### config.mk
export PLATFORM = sky130hd
export DESIGN_NAME = intm_rs_flat
export DESIGN_NICKNAME = d
export VERILOG_FILES = /design/src/rtl/intm_rs_pkg.sv /design/src/rtl/intm_rs_if.sv /design/src/rtl/intm_rs_select.sv /design/src/rtl/intm_rs.sv /design/src/flat_wrapper.sv
export SDC_FILE = /design/constraint.sdc
export NUM_CORES = 1
export LEC_CHECK = 0
export BUFFER_PORTS_ARGS = -buffer_cell sky130_fd_sc_hd__clkbuf_2
export CORE_ASPECT_RATIO = 1.2
export CORE_MARGIN = 4
export CORE_UTILIZATION = 45
export CTS_BUF_LIST = sky130_fd_sc_hd__clkbuf_4 sky130_fd_sc_hd__clkbuf_8
export CTS_CLUSTER_DIAMETER = 100
export DETAILED_ROUTE_END_ITERATION = 8
export PLACE_DENSITY_LB_ADDON = 0.08
export SYNTH_ARGS = -nofsm -noshare
export SYNTH_HDL_FRONTEND = slang
export SYNTH_SLANG_ARGS = --single-unit
### constraint.sdc
create_clock -name clk -period 5.4 [get_ports clk]
set_input_delay 0.27 -clock clk [delete_from_list [all_inputs] [get_ports clk]]
set_output_delay 0.27 -clock clk [all_outputs]
set_load 0.1 [all_outputs]
### src/rtl/intm_rs_pkg.sv
// Shared types for the integer mul/div reservation station: widths, opcodes,
// the dispatched entry and the issue-register payload.
package intm_rs_pkg;

   localparam int unsigned PHY_REG_W  = 6;
   localparam int unsigned ROB_ID_W   = 5;
   localparam int unsigned ARCH_REG_W = 5;
   localparam int unsigned XLEN       = 32;

   typedef enum logic [2:0] {
      MD_MUL    = 3'd0,
      MD_MULH   = 3'd1,
      MD_MULHSU = 3'd2,
      MD_MULHU  = 3'd3,
      MD_DIV    = 3'd4,
      MD_DIVU   = 3'd5,
      MD_REM    = 3'd6,
      MD_REMU   = 3'd7
   } md_op_e;

   typedef struct packed {
      logic [ROB_ID_W-1:0]   rob_id;
      logic [ARCH_REG_W-1:0] rd_arch;
      logic [PHY_REG_W-1:0]  rd_phy;
      logic [PHY_REG_W-1:0]  rs1_phy;
      logic                  rs1_rdy;
      logic [PHY_REG_W-1:0]  rs2_phy;
      logic                  rs2_rdy;
      md_op_e                fu_opcode;
   } intm_rs_entry_t;

   typedef struct packed {
      logic [ROB_ID_W-1:0]   rob_id;
      logic [ARCH_REG_W-1:0] rd_arch;
      logic [PHY_REG_W-1:0]  rd_phy;
      logic [XLEN-1:0]       rs1_value;
      logic [XLEN-1:0]       rs2_value;
      md_op_e                fu_opcode;
   } intm_rs_reg_t;

endpackage

### src/rtl/intm_rs_if.sv
// Dispatch, CDB snoop, PRF read and FU issue signals of intm_rs.
// INTM_RS_PERF_EN adds the performance counter outputs.
interface intm_rs_if #(
   parameter int unsigned CDB_WIDTH = 3
);
   import intm_rs_pkg::*;

   logic                           flush;
   logic                           dis_valid;
   logic                           dis_ready;
   intm_rs_entry_t                 dis_uop;
   logic [CDB_WIDTH-1:0]           cdb_valid;
   logic [CDB_WIDTH*PHY_REG_W-1:0] cdb_rd_phy;
   logic [PHY_REG_W-1:0]           prf_rs1_phy;
   logic [PHY_REG_W-1:0]           prf_rs2_phy;
   logic [XLEN-1:0]                prf_rs1_value;
   logic [XLEN-1:0]                prf_rs2_value;
   logic                           nxt_valid;
   logic                           nxt_ready;
   intm_rs_reg_t                   intm_rs_out;
   logic                           full;
`ifdef INTM_RS_PERF_EN
   logic [31:0]                    perf_full_cycles;
   logic [31:0]                    perf_issued;
   logic [31:0]                    perf_stall_cycles;

   modport master (
      output flush, dis_valid, dis_uop, cdb_valid, cdb_rd_phy,
             prf_rs1_value, prf_rs2_value, nxt_ready,
      input  dis_ready, prf_rs1_phy, prf_rs2_phy, nxt_valid, intm_rs_out, full,
             perf_full_cycles, perf_issued, perf_stall_cycles
   );

   modport slave (
      input  flush, dis_valid, dis_uop, cdb_valid, cdb_rd_phy,
             prf_rs1_value, prf_rs2_value, nxt_ready,
      output dis_ready, prf_rs1_phy, prf_rs2_phy, nxt_valid, intm_rs_out, full,
             perf_full_cycles, perf_issued, perf_stall_cycles
   );
`else
   modport master (
      output flush, dis_valid, dis_uop, cdb_valid, cdb_rd_phy,
             prf_rs1_value, prf_rs2_value, nxt_ready,
      input  dis_ready, prf_rs1_phy, prf_rs2_phy, nxt_valid, intm_rs_out, full
   );

   modport slave (
      input  flush, dis_valid, dis_uop, cdb_valid, cdb_rd_phy,
             prf_rs1_value, prf_rs2_value, nxt_ready,
      output dis_ready, prf_rs1_phy, prf_rs2_phy, nxt_valid, intm_rs_out, full
   );
`endif

endinterface

### src/rtl/intm_rs_select.sv
// Combinational lowest-index picker: one-hot grant, binary index and found flag.
module intm_rs_select #(
   parameter  int unsigned N     = 4,
   localparam int unsigned IDX_W = (N > 1) ? $clog2(N) : 1
) (
   input  logic [N-1:0]     req,
   output logic [N-1:0]     grant,
   output logic [IDX_W-1:0] idx,
   output logic             found
);

   // Scan from the top so the lowest requesting index is written last.
   always_comb begin
      grant = '0;
      idx   = '0;
      found = 1'b0;
      for (int i = N - 1; i >= 0; i--) begin
         if (req[i]) begin
            grant    = '0;
            grant[i] = 1'b1;
            idx      = IDX_W'(i);
            found    = 1'b1;
         end
      end
   end

endmodule

### src/rtl/intm_rs.sv
// Integer mul/div reservation station: collapsing age-ordered queue with CDB
// wakeup, oldest-ready select and a registered issue stage. Optional macro
// INTM_RS_PERF_EN adds saturating performance counters.
module intm_rs
   import intm_rs_pkg::*;
#(
   parameter int unsigned NUM_ENTRIES = 4,
   parameter int unsigned CDB_WIDTH   = 3
) (
   input logic    clk,
   input logic    rst,
   intm_rs_if.slave bus
);

   localparam int unsigned IDX_W = (NUM_ENTRIES > 1) ? $clog2(NUM_ENTRIES) : 1;
   localparam int unsigned CNT_W = $clog2(NUM_ENTRIES + 1);

   intm_rs_entry_t             ent_q   [NUM_ENTRIES];
   intm_rs_entry_t             ent_d   [NUM_ENTRIES];
   intm_rs_entry_t             ent_ext [NUM_ENTRIES+1];
   logic [NUM_ENTRIES-1:0]     valid_q;
   logic [NUM_ENTRIES-1:0]     valid_d;
   logic [NUM_ENTRIES:0]       val_ext;
   logic                       nxt_valid_q;
   intm_rs_reg_t               out_q;

   logic [NUM_ENTRIES-1:0]     ready_vec;
   logic [NUM_ENTRIES-1:0]     req;
   logic [NUM_ENTRIES-1:0]     grant;
   logic [IDX_W-1:0]           sel_idx;
   logic                       sel_found;
   intm_rs_entry_t             sel_e;
   intm_rs_entry_t             dis_w;
   logic                       issue_adv;
   logic                       do_issue;
   logic                       accept;
   logic [CNT_W-1:0]           cnt;
   logic [CNT_W-1:0]           cnt_after;

   // Sets a source ready when it is phy 0 or any CDB port broadcasts it.
   function automatic intm_rs_entry_t wake(
      input intm_rs_entry_t                 e,
      input logic [CDB_WIDTH-1:0]           v,
      input logic [CDB_WIDTH*PHY_REG_W-1:0] p
   );
      intm_rs_entry_t r;
      r = e;
      for (int k = 0; k < CDB_WIDTH; k++) begin
         if (v[k] && (p[k*PHY_REG_W +: PHY_REG_W] == e.rs1_phy)) r.rs1_rdy = 1'b1;
         if (v[k] && (p[k*PHY_REG_W +: PHY_REG_W] == e.rs2_phy)) r.rs2_rdy = 1'b1;
      end
      if (e.rs1_phy == '0) r.rs1_rdy = 1'b1;
      if (e.rs2_phy == '0) r.rs2_rdy = 1'b1;
      return r;
   endfunction

   assign issue_adv = ~nxt_valid_q | bus.nxt_ready;
   assign dis_w     = wake(bus.dis_uop, bus.cdb_valid, bus.cdb_rd_phy);

   always_comb begin
      for (int i = 0; i < NUM_ENTRIES; i++) begin
         ready_vec[i] = valid_q[i] & ent_q[i].rs1_rdy & ent_q[i].rs2_rdy;
      end
      req = issue_adv ? ready_vec : '0;
   end

   intm_rs_select #(.N(NUM_ENTRIES)) u_select (
      .req   (req),
      .grant (grant),
      .idx   (sel_idx),
      .found (sel_found)
   );

   // One-hot mux of the granted entry; all-zero when nothing is selected.
   always_comb begin
      sel_e = '0;
      for (int i = 0; i < NUM_ENTRIES; i++) begin
         if (grant[i]) sel_e = ent_q[i];
      end
   end

   assign bus.prf_rs1_phy = sel_e.rs1_rdy ? sel_e.rs1_phy : '0;
   assign bus.prf_rs2_phy = sel_e.rs2_rdy ? sel_e.rs2_phy : '0;

   assign do_issue = sel_found & ~bus.flush;
   assign accept   = bus.dis_valid & ~valid_q[NUM_ENTRIES-1] & ~bus.flush;

   always_comb begin
      cnt = '0;
      for (int i = 0; i < NUM_ENTRIES; i++) begin
         cnt = cnt + CNT_W'(valid_q[i]);
      end
      cnt_after = cnt - CNT_W'(do_issue);
   end

   // Collapse above the issued slot, wake survivors, then append the new uop.
   always_comb begin
      for (int i = 0; i < NUM_ENTRIES; i++) begin
         ent_ext[i] = ent_q[i];
         val_ext[i] = valid_q[i];
      end
      ent_ext[NUM_ENTRIES] = '0;
      val_ext[NUM_ENTRIES] = 1'b0;
      for (int i = 0; i < NUM_ENTRIES; i++) begin
         if (do_issue && (IDX_W'(i) >= sel_idx)) begin
            ent_d[i]   = wake(ent_ext[i+1], bus.cdb_valid, bus.cdb_rd_phy);
            valid_d[i] = val_ext[i+1];
         end else begin
            ent_d[i]   = wake(ent_ext[i], bus.cdb_valid, bus.cdb_rd_phy);
            valid_d[i] = val_ext[i];
         end
         if (accept && (CNT_W'(i) == cnt_after)) begin
            ent_d[i]   = dis_w;
            valid_d[i] = 1'b1;
         end
      end
      if (bus.flush) valid_d = '0;
   end

   always_ff @(posedge clk) begin
      for (int i = 0; i < NUM_ENTRIES; i++) begin
         ent_q[i] <= ent_d[i];
      end
   end

   always_ff @(posedge clk) begin
      if (rst) begin
         valid_q     <= '0;
         nxt_valid_q <= 1'b0;
         out_q       <= '0;
      end else begin
         valid_q <= valid_d;
         if (bus.flush) begin
            nxt_valid_q <= 1'b0;
         end else if (issue_adv) begin
            nxt_valid_q <= sel_found;
         end
         if (do_issue) begin
            out_q <= '{rob_id:    sel_e.rob_id,
                       rd_arch:   sel_e.rd_arch,
                       rd_phy:    sel_e.rd_phy,
                       rs1_value: bus.prf_rs1_value,
                       rs2_value: bus.prf_rs2_value,
                       fu_opcode: sel_e.fu_opcode};
         end
      end
   end

   assign bus.dis_ready   = ~valid_q[NUM_ENTRIES-1];
   assign bus.full        = valid_q[NUM_ENTRIES-1];
   assign bus.nxt_valid   = nxt_valid_q;
   assign bus.intm_rs_out = out_q;

`ifdef INTM_RS_PERF_EN
   logic [31:0] perf_full_q;
   logic [31:0] perf_issued_q;
   logic [31:0] perf_stall_q;

   // Saturating counters; cleared by reset only.
   always_ff @(posedge clk) begin
      if (rst) begin
         perf_full_q   <= '0;
         perf_issued_q <= '0;
         perf_stall_q  <= '0;
      end else begin
         if (valid_q[NUM_ENTRIES-1] && (perf_full_q != '1))
            perf_full_q <= perf_full_q + 32'd1;
         if (do_issue && (perf_issued_q != '1))
            perf_issued_q <= perf_issued_q + 32'd1;
         if (nxt_valid_q && !bus.nxt_ready && (perf_stall_q != '1))
            perf_stall_q <= perf_stall_q + 32'd1;
      end
   end

   assign bus.perf_full_cycles  = perf_full_q;
   assign bus.perf_issued       = perf_issued_q;
   assign bus.perf_stall_cycles = perf_stall_q;
`endif

endmodule

### src/flat_wrapper.sv
// flat-port wrapper written by rule: the top's interface ports become plain ports
module intm_rs_flat import intm_rs_pkg::*;
#(
   parameter int unsigned NUM_ENTRIES = 4,
   parameter int unsigned CDB_WIDTH   = 3
)
  (clk, rst, bus_flush, bus_dis_valid, bus_dis_uop, bus_cdb_valid, bus_cdb_rd_phy, bus_prf_rs1_value, bus_prf_rs2_value, bus_nxt_ready, bus_dis_ready, bus_prf_rs1_phy, bus_prf_rs2_phy, bus_nxt_valid, bus_intm_rs_out, bus_full);
  intm_rs_if #(.CDB_WIDTH(CDB_WIDTH)) bus_i ();
  input logic clk;
  input logic rst;
  input wire logic [$bits(bus_i.flush)-1:0] bus_flush;
  input wire logic [$bits(bus_i.dis_valid)-1:0] bus_dis_valid;
  input wire logic [$bits(bus_i.dis_uop)-1:0] bus_dis_uop;
  input wire logic [$bits(bus_i.cdb_valid)-1:0] bus_cdb_valid;
  input wire logic [$bits(bus_i.cdb_rd_phy)-1:0] bus_cdb_rd_phy;
  input wire logic [$bits(bus_i.prf_rs1_value)-1:0] bus_prf_rs1_value;
  input wire logic [$bits(bus_i.prf_rs2_value)-1:0] bus_prf_rs2_value;
  input wire logic [$bits(bus_i.nxt_ready)-1:0] bus_nxt_ready;
  output wire logic [$bits(bus_i.dis_ready)-1:0] bus_dis_ready;
  output wire logic [$bits(bus_i.prf_rs1_phy)-1:0] bus_prf_rs1_phy;
  output wire logic [$bits(bus_i.prf_rs2_phy)-1:0] bus_prf_rs2_phy;
  output wire logic [$bits(bus_i.nxt_valid)-1:0] bus_nxt_valid;
  output wire logic [$bits(bus_i.intm_rs_out)-1:0] bus_intm_rs_out;
  output wire logic [$bits(bus_i.full)-1:0] bus_full;
  assign bus_i.flush = bus_flush;
  assign bus_i.dis_valid = bus_dis_valid;
  assign bus_i.dis_uop = bus_dis_uop;
  assign bus_i.cdb_valid = bus_cdb_valid;
  assign bus_i.cdb_rd_phy = bus_cdb_rd_phy;
  assign bus_i.prf_rs1_value = bus_prf_rs1_value;
  assign bus_i.prf_rs2_value = bus_prf_rs2_value;
  assign bus_i.nxt_ready = bus_nxt_ready;
  assign bus_dis_ready = bus_i.dis_ready;
  assign bus_prf_rs1_phy = bus_i.prf_rs1_phy;
  assign bus_prf_rs2_phy = bus_i.prf_rs2_phy;
  assign bus_nxt_valid = bus_i.nxt_valid;
  assign bus_intm_rs_out = bus_i.intm_rs_out;
  assign bus_full = bus_i.full;
  intm_rs #(.NUM_ENTRIES(NUM_ENTRIES), .CDB_WIDTH(CDB_WIDTH)) u_core (.clk(clk), .rst(rst), .bus(bus_i));
endmodule
After elaboration in Yosys (flattened, before gate mapping)
Memory sizes are Yosys's and may differ from the RTL's.
Cells that the tools add are included.
{ "op_classes": {"n_addsub": 4, "n_lt_le_gt_ge": 4, "n_eq_ne": 33, "mux": 75, "n_bitwise": 15, "n_reduce_logical": 54} }
{ "ops": {"columns": ["operator", "count"], "rows": [
  ["$mux W33", 12],
  ["$eq A6 B6 Y1", 30],
  ["$logic_not A6 Y1", 10],
  ["$mux W1", 52],
  ["$logic_and A1 B1 Y1", 38],
  ["$mux W4", 5],
  ["$mux W6", 2],
  ["$and A1 B1 Y1", 11],
  ["$mux W2", 4],
  ["$reduce_bool A2 Y1", 4],
  ["$add A3 B1 Y3", 2],
  ["$eq A2 B3 Y1 const A", 2],
  ["$ge A1 B2 Y1 const A", 2],
  ["$ge A2 B2 Y1 const A", 2],
  ["$eq A1 B3 Y1 const A", 1],
  ["$logic_not A3 Y1", 1],
  ["$not A1 Y1", 3],
  ["$sub A3 B1 Y3", 1],
  ["$add A1 B1 Y2", 1],
  ["$reduce_or A2 Y1", 1],
  ["$or A1 B1 Y1", 1]
]} }
{ "totals": {"reg_bits": 88, "ramBits": 132, "wordCells": 197, "mem_count": 1} }
{ "memory_table": {"columns": ["memory", "depth", "word_bits", "rd", "rd_ports_with_merged_regs", "wr", "line", "rtl"], "rows": [
  ["u_core.ent_q", 4, 33, 4, 0, 4, "intm_rs.sv:18", "intm_rs_entry_t ent_q [NUM_ENTRIES];"]
]} }

Logic depth before layout (Yosys ltp)
Gate-level depths: netlist of the first run.
An unclocked memory read counts as a cell.
{ "depth": {"word_depth": 13, "mapped_depth": 16, "depth_no_buf": 14} }

Modules after synthesis
From an unflattened synthesis of the first run, not the netlist that was laid out.
{ "unflattened": {"cells_unflattened": 1459, "hier_area_um2": 12445.7} }
{ "modules_own_cells": {"columns": ["module", "instances", "cells_each", "area_per_inst_um2"], "rows": [
  ["intm_rs", 1, 1448, 12384.4],
  ["intm_rs_select", 1, 11, 61.3]
]} }

Worst setup path before layout of the first run
OpenSTA, ideal clock, no wires.
{ "synth_timing": {"path_type": "flip-flop to flip-flop", "start": "register u_core.valid_q[3] (netlist name)", "end": "memory u_core.ent_q[3][0] in the netlist's numbering, enable pin", "setup_ps": 462, "arrival_ps": 5503, "required_ps": 4938, "slack_ps": -565, "stages_incl_launch_ff": 14, "period_less_slack_ps": 5965, "cell_sequence": "dfxtp_1 -> nand3_2 -> nand2b_1 -> a31o_2 -> inv_4 -> buf_2 -> ha_1 -> inv_1 -> fa_1 -> inv_1 -> fa_1 -> xnor2_1 -> nand3_1 -> o21ai_0"} }
{ "synth_rtl": {"columns": ["item", "line"], "rows": [
  ["end: declaration", "intm_rs.sv:18"]
]} }

==> summary.txt, run 1 <==
Fin. Hold Viols - 0
worst clock skew - 0.0199 ns
H-tree Lvls - 2
pwr dens - 285 nW/µm²
Seq cells post-synth - 220
Post-route DRC - 2
DR vias/cell - 5.76
antenna viol nets, final - 0
Critical Path Start - u_core.ent_q[0][3]
FF-to-FF End - u_core.ent_q[2][20]
Setup Fix Bufs, Post-CTS - 0
unrepaired setup endpoints after global routing - no
synth warn - 0
Fmax - 232 MHz
CTS tree - done
DR vias - 10195
Max rail drop VDD - 164 µV
first-pass GRT wire length - 58.1 mm
clock latency on the worst-skew pair - 0.54 ns
CP Capture Point - u_core.ent_q[2][20]
Hold WS - 0.0661 ns
Final TNS setup - 0 ns
worst-path maximum fanout - 19
post-route minimum period - 4.30 ns
Max-cap violations - 0
Post-synth EDFFs - 124
PortBufs - 220
Least-Margin Pin Slew - 0.980 ns
Mapped Nets - 1343
crit-path cells - and3_1 -> o21ai_2 -> a31o_2 -> inv_4 -> ha_1 -> inv_1 -> fa_1 -> inv_1 -> fa_1 -> xnor2_1 -> and4_4 -> a211oi_4 -> buf_4 -> a22o_1
GRT overflow - 0
reg2reg setup slack - 1.10 ns
Seq/Total Area, Yosys - 47.8%
Post-Syn Area per Cell - 9.71 µm²
Worst Path Buf+Inv - 4
Clock Root Buffer - clkbuf_8
Iter 0 DRT Violations - 1119
CTS Sinks - 220
Mapped Cells - 1216
die area - 28900 µm²
CP Data Arrival Time - 4.70 ns
clock transition at the registers of the reported paths - 0.07 ns
row cnt - 64
Die X - 156 µm
Mapped Area - 11800 µm²
initial core utilization - 45.9%
Final setup viols - 0
CTS Buf Count - 39
max incr delay on CP - 0.71 ns
drt pass-1 iters - 9
Layout Cells excl Fill - 1771
leakage power - 5.36 nW
DR WL/cell - 21.6 µm
clk buf depth - 3
crit path capture type - flip-flop
Diodes inserted - 0
initial antenna violation count - 0
layout cells sized above 1 - 22.7%
Slowest-stage cell, CP - a211oi_4
HP Class - input pin to flip-flop
# IOs - 221
worst rel slew slack - 34.7%
Final Cycle Share - 79.7%
post-route cell area - 14200 µm²
status - finished, violations left
Slew Viols, Final - 0
Top Family by Delay on Critical Path - compound AO/OA/AOI/OAI gates
Total Routed Length - 38.3 mm
largest net degree at the start of global routing - 89
Die Span Y - 185 µm
Area Overhead vs Synth - 20.7%
Net count, final - 1537
Cell Area, Placed - 12800 µm²
Synth cell types - 54
r2r worst-path depth - 14
Post-synth ARST share - 0%
failing checks - design-rule violations
gr usage total - 25.8%
core area - 25700 µm²
FF-to-FF Start - u_core.ent_q[0][3]
Worst EP required - 5.79 ns
Routability Congestion - 0.871
DP HPWL - 24.4 mm
placed insts - 1635
dominant synthesized flop cell - edfxtp_1
filler instances - 2285
critical path depth - 14
CP Class - flip-flop to flip-flop
CP Launch Type - flip-flop
vias in the first global route - 10114
[final cells by class]
type / instances / area, µm² / share of cell area (%)
Multi-Input combinational cell: 832 / 5420 / 38.1
Tap cell: 330 / 413 / 2.90
Clock buffer: 63 / 767 / 5.38
Timing Repair Buffer: 301 / 1870 / 13.1
Clock inverter: 9 / 70.1 / 0.492
Inverter: 16 / 62.6 / 0.439
Sequential cell: 220 / 5650 / 39.6
[Yosys cell counts (3+ instances only)]
master / number / area (µm²)
edfxtp_1: 124 / 3720
buf_4: 11 / 82.6
and2_1: 31 / 194
a22o_1: 62 / 543
inv_1: 15 / 56.3
o21ai_0: 14 / 70.1
buf_2: 43 / 215
nor2_1: 28 / 105
buf_1: 9 / 33.8
nor3_1: 7 / 35.0
a21oi_1: 79 / 395
and3_1: 4 / 25.0
xor2_1: 78 / 683
o221ai_1: 8 / 70.1
a311oi_1: 11 / 96.3
nand3_1: 46 / 230
nand4_1: 31 / 194
o41ai_1: 10 / 87.6
o31ai_1: 3 / 22.5
o22ai_1: 5 / 31.3
buf_6: 9 / 101
nor4_1: 31 / 194
a222oi_1: 31 / 310
nand2_1: 217 / 815
clkbuf_1: 76 / 285
xnor2_1: 103 / 902
dfxtp_1: 96 / 1920
[worst min-delay path by stage]
stage | startpoint | end | cells past startpoint
after floorplan | bus_prf_rs2_value[7] | u_core.bus.intm_rs_out[10] | 2
after global placement | u_core.bus.intm_rs_out[24] | u_core.bus.intm_rs_out[24] | 2
after detailed placement | u_core.bus.intm_rs_out[10] | u_core.bus.intm_rs_out[10] | 2
after CTS | bus_dis_uop[26] | u_core.ent_q[0][26] | 3
after global routing | bus_dis_uop[26] | u_core.ent_q[0][26] | 3
final | bus_dis_uop[27] | u_core.ent_q[0][27] | 3
[through the flow]
step	power, mW	setup WS, ns	util (%)
final	4.06	1.10	55.4
after global routing	4.21	0.842	55.4
after CTS	4.10	1.11	55.4
after detailed placement	2.42	1.14	49.7
after global placement	2.41	1.20	49.7
after floorplan	2.27	0.270	-
[tightest hold or removal path, delay by kind of cell]
family                 cells  cell delay (ns)
buffers and inverters      1             0.12
and+or+nand+nor            2             0.10
[cell families (layout without fill, tap and decap cells)]
kind of cell               after synthesis  count (layout)  share of synthesized area, %
AOI/OAI and AO/OA                      232             232                          14.5
xor gates and xnor gates               181             181                          13.4
adders and majority gates                4               4                         0.551
buffers and inverters                  164             389                          6.62
DFF                                    220             220                          47.8
muxes                                    2               2                         0.170
and+or+nand+nor                        413             413                          16.9
[placed cells by master, fill, tap and decap left out, types with 46 or more instances in the layout]
cell,instances
dfxtp_1,96
dlygate4sd3_1,64
clkbuf_8,47
a22o_1,62
nand2_1,217
xnor2_1,103
edfxtp_1,124
clkbuf_2,220
xor2_1,78
nand3_1,46
a21oi_1,79
[registers in the layout, indices dropped and copies added (netlist names)]
signal / count
u_core.ent_q: 132
u_core.valid_q: 4
u_core.bus.nxt_valid: 1
u_core.bus.intm_rs_out: 83
[report_power, final]
part	total (mW)	switching (mW)	internal [mW]
Sequential	1.88	0.0521	1.83
Combinational	0.547	0.360	0.188
Clock	1.63	0.684	0.948
[timing repair]
| item | 4_1_cts | 5_1_grt |
|---|---|---|
| hold buffers | 64 | 0 |
| gates resized for setup | 0 | 0 |
| endpoints found under the hold margin | 64 | 0 |
[metal layers]
layer | track usage (%) | share of wire, %
met3 | 4.07 | 8.2
met2 | 44.1 | 48
met4 | 8.79 | 3.4
met1 | 33.2 | 40
met5 | 0 | 0
No activity file was read; power rests on OpenSTA's default activity.
==> run 2: changes to the inputs <==
- clock period: 5.4 -> 4.29 ns (I/O delays scaled with it)
==> summary.txt, run 2 (synthesis results as in run 1) <==
status - complete, no violations
Max-cap violations - 0
Setup Fix Bufs, Post-CTS - 0
reg2reg setup slack - 0.59 ns
register with the most flip-flops - u_core.ent_q
largest net degree at the start of global routing - 89
r2r worst-path depth - 14
Slew Viols, Final - 0
core area - 25700 µm²
PortBufs - 220
met1 usage - 33.6%
Min-Delay Endpoint - u_core.ent_q[0][18]
gr usage total - 25.9%
DR WL/cell - 21.9 µm
clock latency on the worst-skew pair - 0.53 ns
post-route minimum period - 3.70 ns
Hold WS - 0.0327 ns
Worst EP required - 4.49 ns
FF-to-FF End - u_core.ent_q[2][29]
worst clock skew - 0.0206 ns
GR Layer Usage met3 - 4.32%
Total Routed Length - 38.9 mm
FF-to-FF Start - u_core.bus.nxt_valid
# IOs - 221
Iter 0 DRT Violations - 1161
Final TNS setup - 0 ns
initial core utilization - 45.9%
initial antenna violation count - 1
CP Launch Type - flip-flop
Routability Congestion - 0.872
H-tree Lvls - 2
most frequent cells in the layout - 220 x clkbuf_2, 216 x nand2_1, 124 x edfxtp_1, 103 x xnor2_1, 94 x dfxtp_1
row cnt - 64
met2 Use GR - 44.2%
DP HPWL - 24.7 mm
hold path depth - 3
max FFs per register - 132
Diodes inserted - 0
Final Cycle Share - 86.4%
first-pass GRT wire length - 58.0 mm
CTS tree - done
antenna viol nets, final - 0
CP Class - flip-flop to flip-flop
DR vias - 10246
Die Span Y - 185 µm
Net count, final - 1550
CTS Buf Count - 37
Least-Margin Pin Slew - 1.01 ns
drt pass-1 iters - 9
HP Start - bus_dis_uop[18]
Post-route DRC - 0
Post-CTS Hold Fix Bufs - 73
pwr dens - 344 nW/µm²
crit path capture type - flip-flop
layout cells sized above 1 - 22.9%
leakage power - 5.39 nW
worst rel slew slack - 32.1%
unrepaired setup endpoints after global routing - no
die area - 28900 µm²
Fin. Hold Viols - 0
Fmax - 270 MHz
Area Overhead vs Synth - 21.3%
Final setup viols - 0
Die X - 156 µm
busiest grt layer - met2
CTS Sinks - 220
Resized Gates After CTS - 0
DR vias/cell - 5.76
worst-path maximum fanout - 25
CP Data Arrival Time - 3.91 ns
Max rail drop VDD - 191 µV
GRT overflow - 0
HP Class - input pin to flip-flop
most common cell after layout, fill and taps aside - clkbuf_2
vias in the first global route - 9973
clock transition at the registers of the reported paths - 0.06 ns
clk buf depth - 3
Clock Root Buffer - clkbuf_8
## run 2: cell types whose count changed in the layout (fill, tap and decap cells not counted), moves of 3 or more
cell	previous run	this run
buf_12	0	3
buf_4	17	20
clkbuf_4	16	20
clkbuf_8	47	40
clkinv_1	5	2
dlygate4sd3_1	64	73
## run 2: per-layer routing
| layer | vias up | wire (µm) |
|---|---|---|
| li1 | 4737 | - |
| met1 | 4870 | 15800 |
| met2 | 536 | 18500 |
| met3 | 101 | 3310 |
| met4 | 2 | 1250 |
| met5 | - | 13 |
## run 2: metrics by stage
step	cell area (µm²)	setup WS, ns	utilization, %	power [mW]	cells
after floorplan	11800	0.125	-	2.85	1216
after global placement	12900	0.622	50.0	3.05	1641
after detailed placement	12900	0.582	50.0	3.05	1641
after CTS	14300	0.592	55.7	4.98	1779
after global routing	14300	0.365	55.7	5.13	1779
final	14300	0.585	55.7	4.92	1779
## run 2: area by class of cell
| class | instances | area, µm² |
|---|---|---|
| repair buffers | 316 | 2040 |
| clock inverters | 5 | 31.3 |
| clock buffers | 60 | 701 |
| multi-input cells | 832 | 5420 |
| fillers | 2350 | 11400 |
| flip-flops and latches | 220 | 5650 |
| well taps | 330 | 413 |
| inverters | 16 | 62.6 |
## run 2: worst max-delay path by stage
stage,start,endpoint,slack (ns),depth (start not counted)
global route,u_core.bus.nxt_valid,u_core.ent_q[2][24],0.36,14
CTS,u_core.bus.nxt_valid,u_core.ent_q[2][25],0.59,14
global placement,bus_nxt_ready,u_core.ent_q[2][21],0.62,15
finish,u_core.bus.nxt_valid,u_core.ent_q[2][29],0.59,14
detailed placement,bus_nxt_ready,u_core.ent_q[2][19],0.58,15
floorplan,u_core.valid_q[3],u_core.ent_q[2][0],0.13,15
## run 2: critical path: stages, from the launching register on
cell and delay [ns]:
dfxtp_2 0.33, nand2b_2 0.14, nand4_4 0.19, a31o_2 0.31
inv_4 0.05, ha_1 0.22, inv_1 0.07, fa_1 0.16
inv_1 0.05, fa_1 0.43, xnor2_1 0.30, and4_4 0.46
nor2_1 0.12, inv_1 0.26, buf_12 0.26
## run 2: power breakdown
group          switching [mW]  total [mW]  internal [mW]
Combinational           0.461       0.707          0.246
Clock                   0.822        1.85           1.03
Sequential             0.0657        2.36           2.30
